--- config.mk ---
export PLATFORM = sky130hd
export DESIGN_NAME = mux_scan_sequencer_flat
export DESIGN_NICKNAME = d
export VERILOG_FILES = /design/src/rtl/mux_scan_sequencer_if.sv /design/src/rtl/mux_scan_sequencer.sv /design/src/flat_wrapper.sv
export SDC_FILE = /design/constraint.sdc
export NUM_CORES = 1
export LEC_CHECK = 0
export ABC_CLOCK_PERIOD_IN_PS = 2400
export CAP_MARGIN = 40
export CORE_MARGIN = 3
export CORE_UTILIZATION = 30
export CTS_CLUSTER_SIZE = 30
export DETAILED_ROUTE_END_ITERATION = 12
export PLACE_DENSITY = 0.55
export SYNTH_ARGS = -nofsm -noshare
export SYNTH_HDL_FRONTEND = slang
export SYNTH_SLANG_ARGS = --single-unit
--- constraint.sdc ---
create_clock -name clk -period 2.4 [get_ports clk]
set_input_delay 0.6 -clock clk [delete_from_list [all_inputs] [get_ports clk]]
set_output_delay 0.6 -clock clk [all_outputs]
set_load 0.03 [all_outputs]
--- src/rtl/mux_scan_sequencer_if.sv ---
// rtl/mux_scan_sequencer_if.sv - controller-side start/busy/done handshake and sample bus of the mux scanner
interface mux_scan_sequencer_if #(
  parameter int DWELL_W = 4
);
  logic               start;
  logic [DWELL_W-1:0] dwell;
  logic [3:0]         ch_mask;
  logic               busy;
  logic               done;
  logic [3:0]         sample;
  logic [3:0]         sample_valid;

  modport master (
    output start, dwell, ch_mask,
    input  busy, done, sample, sample_valid
  );

  modport slave (
    input  start, dwell, ch_mask,
    output busy, done, sample, sample_valid
  );
endinterface

--- src/rtl/mux_scan_sequencer.sv ---
// rtl/mux_scan_sequencer.sv - 4:1 mux channel scanner with dwell timing and per-channel capture
// Optional continuous re-sweep while start stays high: MUX_SCAN_CONTINUOUS_EN
module mux_scan_sequencer #(
  parameter int DWELL_W = 4
) (
  input  logic                 clk,
  input  logic                 rst,
  input  logic                 y,
  output logic                 s0,
  output logic                 s1,
  mux_scan_sequencer_if.slave  ctrl
);

  typedef enum logic [1:0] {IDLE, SCAN, DONE} state_t;

  state_t             state;
  state_t             state_next;
  logic [1:0]         ch;
  logic [3:0]         mask;
  logic [DWELL_W-1:0] dwell_eff_q;
  logic [DWELL_W-1:0] cnt;
  logic               wrap_q;
  logic [3:0]         sample_q;
  logic [3:0]         valid_q;

  logic [DWELL_W-1:0] dwell_in_eff;
  logic [2:0]         first_new;
  logic [2:0]         next_ch;

  // {found, index} of the lowest set bit of m at or above position from
  function automatic logic [2:0] first_set(input logic [3:0] m, input int from);
    first_set = 3'b000;
    for (int i = 3; i >= 0; i--) begin
      if (i >= from && m[i]) first_set = {1'b1, 2'(i)};
    end
  endfunction

  assign dwell_in_eff = (ctrl.dwell == '0) ? DWELL_W'(1) : ctrl.dwell;
  assign first_new    = first_set(ctrl.ch_mask, 0);
  assign next_ch      = first_set(mask, int'(ch) + 1);

  always_ff @(posedge clk) begin
    if (rst) state <= IDLE;
    else     state <= state_next;
  end

  always_comb begin
    state_next = state;
    case (state)
      IDLE: begin
        if (ctrl.start) state_next = first_new[2] ? SCAN : DONE;
      end
      SCAN: begin
        if (cnt == '0 && !next_ch[2]) begin
`ifdef MUX_SCAN_CONTINUOUS_EN
          state_next = (ctrl.start && first_new[2]) ? SCAN : DONE;
`else
          state_next = DONE;
`endif
        end
      end
      DONE:    state_next = IDLE;
      default: state_next = IDLE;
    endcase
  end

  always_ff @(posedge clk) begin
    if (rst) begin
      ch          <= 2'b00;
      mask        <= 4'b0000;
      dwell_eff_q <= '0;
      cnt         <= '0;
      wrap_q      <= 1'b0;
      sample_q    <= 4'b0000;
      valid_q     <= 4'b0000;
    end else begin
      wrap_q <= 1'b0;
      case (state)
        IDLE: begin
          if (ctrl.start) begin
            mask        <= ctrl.ch_mask;
            dwell_eff_q <= dwell_in_eff;
            valid_q     <= 4'b0000;
            if (first_new[2]) begin
              ch  <= first_new[1:0];
              cnt <= dwell_in_eff - DWELL_W'(1);
            end
          end
        end
        SCAN: begin
          if (cnt != '0) begin
            cnt <= cnt - DWELL_W'(1);
          end else begin
            sample_q[ch] <= y;
            valid_q[ch]  <= 1'b1;
            if (next_ch[2]) begin
              ch  <= next_ch[1:0];
              cnt <= dwell_eff_q - DWELL_W'(1);
            end
`ifdef MUX_SCAN_CONTINUOUS_EN
            // Wrap: relatch controls and restart without a DONE gap cycle
            else if (ctrl.start && first_new[2]) begin
              mask        <= ctrl.ch_mask;
              dwell_eff_q <= dwell_in_eff;
              ch          <= first_new[1:0];
              cnt         <= dwell_in_eff - DWELL_W'(1);
              valid_q     <= 4'b0000;
              wrap_q      <= 1'b1;
            end
`endif
          end
        end
        default: ;
      endcase
    end
  end

  always_comb begin
    ctrl.busy         = (state == SCAN);
    ctrl.done         = (state == DONE) || wrap_q;
    ctrl.sample       = sample_q;
    ctrl.sample_valid = valid_q;
    s0                = ch[0];
    s1                = ch[1];
  end

endmodule

--- src/flat_wrapper.sv ---
// flat-port wrapper written by rule: the top's interface ports become plain ports
module mux_scan_sequencer_flat 
#(
  parameter int DWELL_W = 4
)
  (clk, rst, y, s0, s1, ctrl_start, ctrl_dwell, ctrl_ch_mask, ctrl_busy, ctrl_done, ctrl_sample, ctrl_sample_valid);
  mux_scan_sequencer_if #(.DWELL_W(DWELL_W)) ctrl_i ();
  input  logic clk;
  input  logic rst;
  input  logic y;
  output logic s0;
  output logic s1;
  input wire logic [$bits(ctrl_i.start)-1:0] ctrl_start;
  input wire logic [$bits(ctrl_i.dwell)-1:0] ctrl_dwell;
  input wire logic [$bits(ctrl_i.ch_mask)-1:0] ctrl_ch_mask;
  output wire logic [$bits(ctrl_i.busy)-1:0] ctrl_busy;
  output wire logic [$bits(ctrl_i.done)-1:0] ctrl_done;
  output wire logic [$bits(ctrl_i.sample)-1:0] ctrl_sample;
  output wire logic [$bits(ctrl_i.sample_valid)-1:0] ctrl_sample_valid;
  assign ctrl_i.start = ctrl_start;
  assign ctrl_i.dwell = ctrl_dwell;
  assign ctrl_i.ch_mask = ctrl_ch_mask;
  assign ctrl_busy = ctrl_i.busy;
  assign ctrl_done = ctrl_i.done;
  assign ctrl_sample = ctrl_i.sample;
  assign ctrl_sample_valid = ctrl_i.sample_valid;
  mux_scan_sequencer #(.DWELL_W(DWELL_W)) u_core (.clk(clk), .rst(rst), .y(y), .s0(s0), .s1(s1), .ctrl(ctrl_i));
endmodule
# ---- After elaboration in Yosys (flattened, before gate mapping)
# Cells that the tools add are included.
dict set report word_totals {
  mem_bits_ro 0
  ram_bits 0
  reg_bits 24
  word_cells 74
  inputBits 12
  output_inout_bits 12
  mem_count 0
  latch_bits 0
}
dict set report op_classes {
  n_shift 0
  n_mux 29
  add_sub_neg 4
  n_bitwise 2
  reduce_logical 18
  div_mod_pow 0
  eq_ne 8
  mul 0
  order_cmp 6
}
# op count
set op_table {}
lappend op_table {{3-bit by 32-bit >= comparator with 1-bit output (first input constant)} 2}
lappend op_table {{1-bit by 32-bit >= comparator with 1-bit output (first input constant)} 1}
lappend op_table {{2-bit by 32-bit >= comparator with 1-bit output (first input constant)} 1}
lappend op_table {{4-bit 2-to-1 mux} 7}
lappend op_table {{3-bit 2-to-1 mux} 8}
lappend op_table {{4-bit case mux with 2 select lines} 2}
lappend op_table {{2-bit 2-to-1 mux} 7}
lappend op_table {{4-bit by 1-bit subtractor with 4-bit output (second input constant)} 3}
lappend op_table {{4-bit zero test} 2}
lappend op_table {{2-bit case mux with 2 select lines} 2}
lappend op_table {{1-bit logical AND} 6}
lappend op_table {{2-bit by 1-bit != test with 1-bit output (second input constant)} 3}
lappend op_table {{2-bit AND reduction} 3}
lappend op_table {{5-bit AND reduction} 1}
lappend op_table {{4-bit bitwise mux} 1}
lappend op_table {{2-bit != test (second input constant)} 2}
lappend op_table {{4-bit bitwise OR} 1}
lappend op_table {{4-bit AND reduction} 1}
lappend op_table {{4-bit nonzero test} 1}
lappend op_table {{2-bit by 1-bit adder with 3-bit output (second input constant)} 1}
lappend op_table {{2-bit by 3-bit less-than comparator with 1-bit output (second input constant)} 1}
lappend op_table {{3-bit by 1-bit != test with 1-bit output (second input constant)} 1}
lappend op_table {{3-bit AND reduction} 1}
lappend op_table {{1-bit demux with 2-bit select} 1}
lappend op_table {{other kinds (8)} 8}

# ---- Depth between registers and ports, before layout
dict set report depth {
  ltp_word 11
  mapped_depth 7
}

# ---- Worst setup path before layout
# No wires, ideal clock.
dict set report synth_path {
  path_type {flip-flop to flip-flop}
  from {reg u_core.cnt[0]}
  to {reg u_core.cnt[3]}
  n_path_buf 1
  arrival_ns 1.569
  path_slack_ns 0.708
  path_stages_with_launch 6
  synth_period_minus_slack_ns 1.692
  cell_sequence {dfxtp_1 or4_4 buf_6 o31a_2 o31ai_1 a21oi_1}
}
dict set report synth_between {
  elab_chain_len 3
  elab_cells_between_ends 6
  cone_classes {add/sub (1); eq/ne (1); mux (2); reduce/logical (2)}
}
# item line
set synth_rtl {}
lappend synth_rtl {{start, declared} mux_scan_sequencer.sv:21} ;# logic [DWELL_W-1:0] cnt;
lappend synth_rtl {{start signal, assigned} mux_scan_sequencer.sv:86} ;# cnt <= dwell_in_eff - DWELL_W'(1);
lappend synth_rtl {{start signal, assigned} mux_scan_sequencer.sv:92} ;# cnt <= cnt - DWELL_W'(1);
lappend synth_rtl {{start signal, assigned} mux_scan_sequencer.sv:98} ;# cnt <= dwell_eff_q - DWELL_W'(1);
lappend synth_rtl {{4-bit by 1-bit subtractor with 4-bit output / 4-bit nonzero test (equally long branches)} {mux_scan_sequencer.sv:92, mux_scan_sequencer.sv:91}}
lappend synth_rtl {{4-bit 2-to-1 mux / 3-bit by 1-bit != test with 1-bit output (equally long branches)} -}
lappend synth_rtl {{4-bit case mux with 2 select lines / 4-bit AND reduction (equally long branches)} -}
# Several ways; a longest one is shown, not always the timed one.
# A chain may end at the register's enable or synchronous reset.

# ---- Worst setup path after layout
dict set report layout_path {
  from {reg u_core.state[1]}
  to {out ctrl_done}
}
dict set report layout_between {
  elab_chain_len 1
}
# item line
set layout_rtl {}
lappend layout_rtl {{start, declared} mux_scan_sequencer.sv:16} ;# state_t state;
lappend layout_rtl {{start signal, assigned} mux_scan_sequencer.sv:44} ;# else state <= state_next;
lappend layout_rtl {{2-bit == test} mux_scan_sequencer.sv:120} ;# ctrl.done = (state == DONE) || wrap_q;
lappend layout_rtl {{end, declared} flat_wrapper.sv:17} ;# output wire logic [$bits(ctrl_i.done)-1:0] ctrl_done;
# Every way passes these cells.

==> flow_summary.yaml <==
run_status:
  status: "finished clean"
sta:
  tightest_slew_ps: 486
  fin_ws_ps: 340
  rsz0062_at_grt: "false"
  fin_skew_ps: 0.884
  fmax_mhz: 485
  fin_crit_sh_pct: 85.8
  setup_viol: 0
  fin_hold_ws_ps: 467
  setup_tns_ps: 0
  timing.final.max_slew_violations: 0
  period_needed_ps: 2060
  hold_viol: 0
  max-slew-margin-rel_pct: 67.3
placed_design:
  dp.cells: 218
  post-dp-hpwl_um: 2200
  io_buffers: 23
  placed_area_mm2: 0.00149
  gp_congestion: 0.788
  pre_cts_ws_ps: 148
clocking:
  cts.sinks: 23
  cts_setup_buffers: 0
  clockRootBuffer: "clkbuf_8"
  htree_levels: 1
  postCtsHoldBufs: 0
  clkTransAtPathRegs_ps: 80
  clk_latency_ps: 260
  cts_buffer_depth: 2
  cts_inserted_buffers: 3
  tritoncts: "done"
worst_setup_path:
  cpPeakStageDelay_ps: 680
  path_class: "register to output pin"
  arrival_ps: 1460
  crit_path_max_fanout: 4
  worst_ep_required_time_ps: 1800
  r2r_cells: 4
  crit_slowest_cell: "clkdlybuf4s50_1"
  start_kind: "register"
  worstSetupEndpointType: "output pin"
  cp_cell_sequence: "nor2b_1, clkdlybuf4s50_1"
floorplanning:
  die_w_um: 69.1
  die_y_um: 69.1
  die-area_mm2: 0.00478
  placeableCoreArea_mm2: 0.00374
  num_rows: 22
  io_pins: 24
  start_util_pct: 32.0
layout:
  fin_util_pct: 41.0
  fill_cells: 405
  final_common_cell: "dfxtp_1"
  area_growth_pct: 28.2
  fin_nets: 188
  ff_latch_area_um2: 460
  diodes: 0
  layout.cells.non_filler: 222
  fin_area_mm2: 0.00153
  drive_above_1_share_pct: 9.20
  final_cell_mix: "dfxtp_1, clkdlybuf4s50_1, nand2_1"
  multi_input_area_um2: 672
drt:
  vias: 1128
  wire_per_inst_um: 13.1
  ant_nets: 0
  drtIter0Drc: 33
  firstDrtPassIters: 4
  drc_errors: 0
  vias_per_cell: 5.08
  routed_wl_um: 2920
pwr:
  p_switching_uw: 346
  peakVddDrop_v: 0.000263
  switching_share_pct: 33.8
  p_int_uw: 677
  fin_total_pwr_mw: 1.02
  seqPwrFrac_pct: 44.2
  p_clk_share_pct: 23.1
  power_frac_comb_pct: 32.7
  powerDensity_mw_per_mm2: 667
  leakage_nw: 0.562
yosys:
  yosys_register_bits: 23
  synth_cells: 150
  seq_area_frac_synth_pct: 38.5
  synth_nets: 163
  yosysUniqueCellTypes: 38
  ys_warn_count: 0
  synth_area_mm2: 0.00120
  syn_avg_cell_area_um2: 7.97
global_route:
  first_global_vias: 1146
  grt_max_degree: 22
  grt.overflow.total: 0
  grt_pass1_wl_um: 5240
  grt_usage_pct: 12.9
  antenna_found_initial: 0
hold_path:
  min_path_cells: 2
  min_path_type: "register to register"
flow_run:
  maxCapViolCount: 0
layer usage:
metal | track usage [%] | vias up | wire (µm)
li1 | - | 581 | -
met1 | 17.5 | 522 | 1460
met2 | 20.9 | 21 | 1340
met3 | 2.33 | 4 | 93
met4 | 3.69 | 0 | 28
met5 | 0 | - | 0
logic make-up (layout without fill, tap and decap cells):
logic type / after synthesis / in the layout / share of synthesized area [%]
XOR/XNOR: 2 / 2 / 1.46
buffers and inverters: 15 / 39 / 5.33
adder cells (fa/ha/maj): 1 / 1 / 1.05
flip-flops: 23 / 23 / 38.5
AO/OA/AOI/OAI: 38 / 38 / 21.4
AND/OR/NAND/NOR: 64 / 64 / 26.4
multiplexers: 7 / 7 / 5.86
registers in the layout, indices dropped and copies added, names as in the netlist:
register	flops
u_core.mask	3
u_core.state	2
u_core.ctrl.sample_valid	4
u_core.cnt	4
u_core.dwell_eff_q	4
u_core.ch	2
u_core.ctrl.sample	4
layout make-up:
type	instances	share of cell area, %
clock buffer	4	2.94
inverter	7	1.71
multi-input combinational	112	43.8
sequential	23	30.0
tap	48	3.92
timing repair buffer	28	17.6
repair_timing:
item | CTS | global route
endpoints found under the setup margin | 0 | 1
hold endpoints to repair | 0 | 0
resized for setup | 0 | 1
synthesized netlist by cell type (all sizes together):
| cell | number | area (µm²) |
|---|---|---|
| mux2i | 7 | 70.1 |
| nor3 | 9 | 45.0 |
| o21ai | 4 | 20.0 |
| nor2 | 17 | 71.3 |
| nand2 | 22 | 85.1 |
| a311o | 1 | 11.3 |
| o31ai | 2 | 28.8 |
| nor2b | 1 | 6.26 |
| o31a | 1 | 10.0 |
| a211oi | 5 | 37.5 |
| a311oi | 1 | 8.76 |
| buf | 1 | 11.3 |
| nand3 | 2 | 10.0 |
| xnor2 | 1 | 8.76 |
| dfxtp | 23 | 460 |
| o32a | 1 | 10.0 |
| or4 | 2 | 18.8 |
| and2 | 2 | 12.5 |
| inv | 7 | 26.3 |
| o211ai | 2 | 15.0 |
| a221oi | 1 | 8.76 |
| o22ai | 1 | 6.26 |
| ha | 1 | 12.5 |
| nand3b | 2 | 15.0 |
| a21o | 1 | 7.51 |
| a21oi | 17 | 85.1 |
| clkbuf | 7 | 26.3 |
| xor2 | 1 | 8.76 |
| or3 | 1 | 6.26 |
| nor4 | 3 | 18.8 |
| nand2b | 3 | 26.3 |
| a22oi | 1 | 7.51 |
critical path: cells and delay by family, from the launching register on:
| kind | cells | cell delay, ps |
|---|---|---|
| buffers and inverters | 1 | 680 |
| AND/OR/NAND/NOR | 1 | 150 |
| flip-flops | 1 | 370 |
worst paths after layout:
check / startpoint / end / slack (ps)
hold / removal: u_core.ctrl.sample[2] / u_core.ctrl.sample[2] / 470
setup / recovery: u_core.state[1] / ctrl_done / 340
setup reg to reg: u_core.cnt[1] / u_core.ctrl.sample[0] / 600
hold reg to reg: u_core.ctrl.sample[2] / u_core.ctrl.sample[2] / 470
power groups by stage:
stage	Clock [mW]	Combinational, mW	Sequential [mW]
after floorplan	0	0.236	0.461
after global placement	0	0.332	0.460
after detailed placement	0	0.335	0.460
after CTS	0.245	0.336	0.451
after global routing	0.266	0.374	0.457
final	0.236	0.335	0.452
Note: power is estimated with default switching activity, not from simulation.
